--- src/rtl/regfile_sb_pkg.sv ---
// Shared constants and helpers for the scoreboarded register file.
// Used by regfile_sb and regfile_sb_entry.
package regfile_sb_pkg;

    localparam int DW_DEF    = 32;
    localparam int NREGS_DEF = 32;
    localparam int ZERO_REG  = 0;

    // Change in busy population for one register.
    // An issue on the same edge as a writeback wins, so set has priority.
    function automatic logic signed [1:0] pend_delta(
        input logic set,
        input logic clr,
        input logic old
    );
        if (set && !old) begin
            return 2'sb01;
        end else if (!set && clr && old) begin
            return 2'sb11;
        end else begin
            return 2'sb00;
        end
    endfunction

endpackage

--- src/rtl/regfile_sb_entry.sv ---
// One architectural register plus its scoreboard busy bit.
// Async active-high reset clears both.
module regfile_sb_entry
    import regfile_sb_pkg::*;
#(
    parameter int DW = DW_DEF
) (
    input  logic          clk,
    input  logic          rst,
    input  logic          i_we,
    input  logic [DW-1:0] i_wdata,
    input  logic          i_set,
    input  logic          i_clr,
    output logic [DW-1:0] o_q,
    output logic          o_busy
);

    logic [DW-1:0] r_q;
    logic          r_busy;

    // Data storage: capture writeback data.
    always_ff @(posedge clk or posedge rst) begin
        if (rst) begin
            r_q <= '0;
        end else if (i_we) begin
            r_q <= i_wdata;
        end
    end

    // Busy bit: issue sets, writeback clears, a new producer wins.
    always_ff @(posedge clk or posedge rst) begin
        if (rst) begin
            r_busy <= 1'b0;
        end else if (i_set) begin
            r_busy <= 1'b1;
        end else if (i_clr) begin
            r_busy <= 1'b0;
        end
    end

    assign o_q    = r_q;
    assign o_busy = r_busy;

endmodule

--- src/rtl/regfile_sb.sv ---
// Parametrised register file with an integrated RAW scoreboard.
// Optional REGFILE_SB_BYPASS_EN: write-through forwarding on reads.
module regfile_sb
    import regfile_sb_pkg::*;
#(
    parameter int  DW    = DW_DEF,
    parameter int  NREGS = NREGS_DEF,
    localparam int AW    = $clog2(NREGS)
) (
    input  logic          clk,
    input  logic          rst,
    input  logic [AW-1:0] asel,
    input  logic [AW-1:0] bsel,
    output logic [DW-1:0] abus,
    output logic [DW-1:0] bbus,
    output logic          abusy,
    output logic          bbusy,
    input  logic          we,
    input  logic [AW-1:0] dsel,
    input  logic [DW-1:0] dbus,
    input  logic          iss_en,
    input  logic [AW-1:0] iss_sel,
    output logic [AW:0]   pend_cnt,
    output logic          all_idle
);

    logic [DW-1:0]    w_q [NREGS];
    logic [NREGS-1:0] w_busy;
    logic [NREGS-1:0] w_set;
    logic [NREGS-1:0] w_clr;
    logic [AW:0]      w_delta;
    logic [AW:0]      r_pend_cnt;

    assign w_q[ZERO_REG]    = '0;
    assign w_busy[ZERO_REG] = 1'b0;
    assign w_set[ZERO_REG]  = 1'b0;
    assign w_clr[ZERO_REG]  = 1'b0;

    for (genvar i = ZERO_REG + 1; i < NREGS; i++) begin : g_ent
        assign w_set[i] = iss_en && (iss_sel == AW'(i));
        assign w_clr[i] = we && (dsel == AW'(i));

        regfile_sb_entry #(
            .DW (DW)
        ) u_ent (
            .clk     (clk),
            .rst     (rst),
            .i_we    (w_clr[i]),
            .i_wdata (dbus),
            .i_set   (w_set[i]),
            .i_clr   (w_clr[i]),
            .o_q     (w_q[i]),
            .o_busy  (w_busy[i])
        );
    end

    // Net change of the busy population this edge.
    always_comb begin
        logic signed [1:0] d;
        w_delta = '0;
        d       = '0;
        for (int k = 0; k < NREGS; k++) begin
            d       = pend_delta(w_set[k], w_clr[k], w_busy[k]);
            w_delta = w_delta + (AW+1)'(d);
        end
    end

    // Pending counter tracks popcount(busy) incrementally.
    always_ff @(posedge clk or posedge rst) begin
        if (rst) begin
            r_pend_cnt <= '0;
        end else begin
            r_pend_cnt <= r_pend_cnt + w_delta;
        end
    end

    assign pend_cnt = r_pend_cnt;
    assign all_idle = (r_pend_cnt == '0);

`ifdef REGFILE_SB_BYPASS_EN
    logic w_fwd_a;
    logic w_fwd_b;

    // Forward writeback data to readers of the same register.
    always_comb begin
        w_fwd_a = we && (dsel != AW'(ZERO_REG)) && (asel == dsel);
        w_fwd_b = we && (dsel != AW'(ZERO_REG)) && (bsel == dsel);
        abus    = w_fwd_a ? dbus : w_q[asel];
        bbus    = w_fwd_b ? dbus : w_q[bsel];
        abusy   = w_fwd_a ? 1'b0 : w_busy[asel];
        bbusy   = w_fwd_b ? 1'b0 : w_busy[bsel];
    end
`else
    // Plain reads of stored contents and busy bits.
    always_comb begin
        abus  = w_q[asel];
        bbus  = w_q[bsel];
        abusy = w_busy[asel];
        bbusy = w_busy[bsel];
    end
`endif

endmodule

--- config.mk ---
export PLATFORM = sky130hd
export DESIGN_NAME = regfile_sb
export DESIGN_NICKNAME = d
export VERILOG_FILES = /design/src/rtl/regfile_sb_pkg.sv /design/src/rtl/regfile_sb_entry.sv /design/src/rtl/regfile_sb.sv
export SDC_FILE = /design/constraint.sdc
export NUM_CORES = 2
export LEC_CHECK = 0
export BUFFER_PORTS_ARGS = -buffer_cell sky130_fd_sc_hd__buf_2
export CAP_MARGIN = 0
export CORE_MARGIN = 5
export CORE_UTILIZATION = 30
export DETAILED_ROUTE_END_ITERATION = 8
export SYNTH_ARGS = -nofsm -noshare
export SYNTH_HDL_FRONTEND = slang
export SYNTH_SLANG_ARGS = --single-unit
--- constraint.sdc ---
create_clock -name clk -period 38.9 [get_ports clk]
set_clock_uncertainty 0.1 [all_clocks]
set_input_delay 1.945 -clock clk [delete_from_list [all_inputs] [get_ports clk]]
set_output_delay 1.945 -clock clk [all_outputs]
set_load 0.02 [all_outputs]
* Word-level counts from Yosys, hierarchy flattened
Index checks and enable logic that the tools add are counted.
** Storage, ports and cells
- Flip-flop bits (word level) :: 1029
** Operators by class
- Eq/ne operators :: 62
- Reductions and logical operators :: 249
- Add/sub/neg operators :: 31
- Order comparisons :: 4
- Bitwise logic cells :: 2
- Muxes and demuxes :: 134
** Operator list (count)
- $bmux 32 s5 :: 2
- $add 6x6->6 :: 27
- $eq 5x5->1 const B :: 32
- $logic_and 1x1->1 :: 155
- $mux 32 :: 4
- $mux 2 :: 62
- $eq 5x4->1 const B :: 16
- $mux 1 :: 64
- $logic_not 1->1 :: 62
- $reduce_bool 2->1 :: 31
- $eq 5x3->1 const B :: 8
- $eq 5x2->1 const B :: 4
- $ge 6x6->1 const B :: 2
- $lt 5x6->1 const B :: 2
- $not 5->6 :: 2
- $bmux 1 s5 :: 2
- $eq 5x1->1 const B :: 2
- $add 5x2->6 :: 1
- $logic_not 6->1 :: 1
- $add 4x2->5 :: 1
- $add 3x2->4 :: 1
- $add 2x2->3 :: 1

* Depth between registers and ports, before layout
- Word-level depth :: 38
- Mapped depth :: 27
- Depth with buffers taken out :: 25

* Modules after synthesis
Synthesis repeated with hierarchy kept, for this count alone.
** Unflattened totals
- Cells, all modules :: 3928
- Area total of the unflattened synthesis :: 62570.0 µm²
** Modules (own cells, without submodules)
- regfile_sb_entry :: cells each 72, times used 31, area each 1385.1 µm², seq. area each 825.8 µm²
- regfile_sb :: cells each 1696, times used 1, area each 19632.6 µm², seq. area each 150.1 µm²

* Worst setup path before layout
OpenSTA, ideal clock, no wires.
- Kind :: input to register
- From :: input dsel[2]
- To :: register r_pend_cnt[5], in the netlist pend_cnt[5]
- Arrival time :: 8569 ps
- Path slack :: 30097 ps
- Stages on the path :: 24
- Path buffers :: 3
- Setup time :: 134 ps
- Cells stage by stage :: nand2b_1 clkbuf_1 nor3b_2 and3_1 buf_2 buf_4 nand3_1 fa_1 fa_1 fa_1 fa_1 inv_1 fa_1 inv_1 fa_1 fa_1 fa_1 inv_1 ha_1 a21o_1 a21oi_1 xnor2_1 xnor2_1 xnor3_1
** On the way
- Longest elaborated chain between the ends :: 37
- Elaborated cells between the ends (all ways) :: 217
- Classes of those cells :: add/sub (31); eq/ne (31); mux (62); reduce/logical (93)
** RTL lines
- from (decl) :: RTL line regfile_sb.sv:19 : input logic [AW-1:0] dsel,
- $eq 5x1->1 or $eq 5x2->1 (tied branches) :: RTL line regfile_sb.sv:41 : assign w_clr[i] = we && (dsel == AW'(i));
- $logic_and 1x1->1 :: RTL line regfile_sb.sv:41
- $logic_and 1x1->1 (2 in series) :: RTL line regfile_sb_pkg.sv:18 : end else if (!set && clr && old) begin
- $mux 2 :: RTL line regfile_sb_pkg.sv:18
- $mux 2 :: RTL line regfile_sb_pkg.sv:16 : if (set && !old) begin
- $add 2x2->3 :: RTL line regfile_sb.sv:64 : w_delta = w_delta + (AW+1)'(d);
- $add 3x2->4 :: RTL line regfile_sb.sv:64
- $add 4x2->5 :: RTL line regfile_sb.sv:64
- $add 5x2->6 :: RTL line regfile_sb.sv:64
- $add 6x6->6 (25 in series) :: RTL line regfile_sb.sv:64
- $add 6x6->6 * :: RTL line regfile_sb.sv:64
- $add 6x6->6 * :: RTL line regfile_sb.sv:73 : r_pend_cnt <= r_pend_cnt + w_delta;
- to (signal assigned) :: RTL line regfile_sb.sv:73
- to (decl) :: RTL line regfile_sb.sv:32 : logic [AW:0] r_pend_cnt;
Mark *: on every way between the ends. The rest lies on a longest branch, timed or not.
A chain may end at the register's enable or synchronous reset.

* Worst setup path after layout
Same ends and word-level chain as after synthesis.

==> impl_metrics.ini <==
[run_status]
outcome = finished clean

[power]
pwr-share-comb_pct = 22.1
power_density_nw_per_um2 = 50.38
switchingPower_mw = 0.9217
clkPwrFrac_pct = 33.2
p_leak_nw = 27.54
internal-power_mw = 2.303
p_sw_share_pct = 28.59
seqPwrFrac_pct = 44.7
irDropWorstVdd_mv = 0.03484

[clock_tree]
h-tree-depth = 3
clk-insertion-delay-late_ns = 0.72
cts_made_buffers = 104
post-cts-setup-buffers = 0
root_buffer = clkbuf_16
clock_sinks = 1029
ctsHoldBuffers = 0
path_clk_slew_ns = 0.06
cts_tree = yes
cts.repair.resized = 0
clock_path_buffers = 3

[global_routing]
grt_pass1_vias = 38640
grt_antenna_before_repair = 18
grt_overflow = 0
grt_pass1_wl_um = 268500
grt_use_total_pct = 17.96
grt_max_degree = 177

[floorplanning]
start_util_pct = 30.22
die_h_um = 448.1
std_cell_rows = 160
core_um2 = 190600
die_width_um = 448.1
dieArea_um2 = 200800
ios = 129

[sta]
final.setup.worst_slack_ns = 29.39
min_period_over_period_pct = 24.45
relSlewSlack_pct = 26.26
rsz0062_at_grt = no
period_needed_ns = 9.513
timing.fmax_mhz = 105.1
tightest_slew_ns = 1.091
setup_viol = 0
hold_viol_final = 0
slew_viol_final = 0
fin_tns_setup_ns = 0

[critical_path]
end_kind = flop
cp_common_cell = fa_1
crit_fanout = 34
crit_type = input pin to flop
cp_data_required_time_ns = 39.38
crit_arrival_ns = 9.99
slowest_delay_ns = 0.93
cp_top_family = adder cells
critical_path_buf_inv_count = 4
path_cells = buf_2 -> nand2b_1 -> nor3b_2 -> and3_4 -> nand3_1 -> fa_1 -> fa_1 -> fa_1 -> fa_1 -> inv_1 -> fa_1 -> inv_1 -> fa_1 -> fa_1 -> fa_1 -> inv_1 -> ha_1 -> a21o_1 -> a21oi_1 -> xnor2_1 -> xnor2_1 -> xnor3_1
cp-start-kind = input pin
cpMaxStageDelayCell = and3_4

[final_layout]
fill_cells = 18520
fin_nets = 4149
drive_gt1_share_pct = 42.38
layout_common_cells = 1029 x dfrtp_1, 848 x mux2_2, 450 x mux4_2
syn2layout_area_growth_pct = 11.15
layout.cells.non_filler = 6604
final_area_um2 = 64010
layout_commonest_cell = dfrtp_1

[yosys]
synth_edf_count = 0
synthArstFlopShare_pct = 100.0
ys_seq_area_share_pct = 44.72
ys_ff_latch = 1029
syn_inst = 4075
syn-cell-area_um2 = 57590
synthDistinctLibCells = 53
syn_avg_cell_area_um2 = 14.13
synth_flop_cell = dfrtp_1
yosys_warnings = 0
syn-num-nets = 4233

[route]
drc = 0
dr.pass1.iters = 5
vias = 36580
totalWireLength_um = 181400
wire_per_inst_um = 27.48
final_antenna_net_count = 0
drt_iter0_markers = 3093
avgViaCountPerCell = 5.539

[placement]
pre_cts_ws_ns = 28.59
hpwlAfterDp_um = 103100
place_inst = 6396
port_buffers = 128
dpl-instance-area_um2 = 60360
routabilityCongestion = 0.8717

[hold_path]
hp-class = flop to flop

[job]
max-cap-violations = 0
worst min-delay path: cells and delay by family (launching register included):
| kind | cells | cell delay, ns |
|---|---|---|
| flops | 1 | 0.35 |
| simple gates | 2 | 0.11 |
cell type report:
type                            count  area (um^2)  share of cell area, %
Antenna cell                       11        27.53                0.04301
Clock buffer                      149         3054                  4.772
Clock inverter                     48        563.0                 0.8797
Inverter                           85        326.6                 0.5102
Multi-Input combinational cell   2565        29800                  46.55
Sequential cell                  1029        25750                  40.23
Tap cell                         2511         3142                  4.909
Timing Repair Buffer              206         1346                  2.103
power groups by stage:
stage               clock [mW]  combinational, mW  sequential (mW)
finish                    1.07              0.713             1.44
global route              1.13              0.774             1.47
CTS                       1.09              0.721             1.44
detailed placement           0              0.719             1.46
global placement             0              0.703             1.44
floorplan                    0              0.562             1.41
flip-flops by register name, indices dropped and copies added (netlist names):
signal,cells
g_ent.u_ent.o_busy,31
g_ent.u_ent.o_q,992
pend_cnt,6
metal layers:
metal  share of wire [%]  routed length (um)  vias up  track usage, %
met3                 5.6               10170      433           2.713
met5               0.036                  65        -               0
li1                    -                   -    15150               -
met1                  39               71250    19770           22.09
met2                  50               90260     1213           31.04
met4                 5.3                9700       10           8.512
cells in the mapped netlist, types with 31 or more instances:
library cell	number	area [um^2]
buf_2	126	630.6
dfrtp_1	1029	25750
a2111oi_0	58	508.0
nor2b_1	31	193.9
mux4_2	450	10130
inv_1	84	315.3
mux2_2	848	9549
nor2_1	131	491.7
o22ai_1	122	763.2
mux2i_1	198	1982
fa_1	80	1602
clkbuf_1	198	743.2
mux2_1	158	1779
o21ai_0	33	165.2
nand2_1	272	1021
metrics by stage:
step	util [%]	power [mW]	hold slack (ns)
final	33.58	3.224	0.3921
after global routing	33.57	3.375	0.4195
after CTS	33.57	3.251	0.3952
after detailed placement	31.67	2.176	0.3795
after global placement	31.67	2.145	0.3701
after floorplan	-	1.975	0.3574
worst paths after layout:
kind | slack, ns | depth (start not counted) | startpoint | end
max | 29.39 | 22 | dsel[2] | pend_cnt[5]$_DFF_PP0_
min | 0.39 | 2 | g_ent[12].u_ent.o_q[10]$_DFFE_PP0P_ | g_ent[12].u_ent.o_q[10]$_DFFE_PP0P_
max reg2reg | 32.38 | 18 | g_ent[18].u_ent.o_busy$_DFFE_PP0P_ | pend_cnt[5]$_DFF_PP0_
min reg2reg | 0.39 | 2 | g_ent[12].u_ent.o_q[10]$_DFFE_PP0P_ | g_ent[12].u_ent.o_q[10]$_DFFE_PP0P_
max in group asynchronous | 33.65 | 6 | rst | g_ent[17].u_ent.o_q[21]$_DFFE_PP0N_
min in group asynchronous | 1.21 | 2 | rst | g_ent[23].u_ent.o_q[0]$_DFFE_PP0P_
cells by family after synthesis:
group / count (synthesis) / share of synthesized area, %
multiplexers: 1654 / 40.71
flip-flops: 1029 / 44.72
AND/OR/NAND/NOR: 535 / 4.039
buffers and inverters: 481 / 3.889
AO/OA/AOI/OAI: 255 / 3.070
adder cells (fa/ha/maj): 102 / 3.259
XOR/XNOR: 19 / 0.3129
Note: power is estimated with default switching activity, not from simulation.
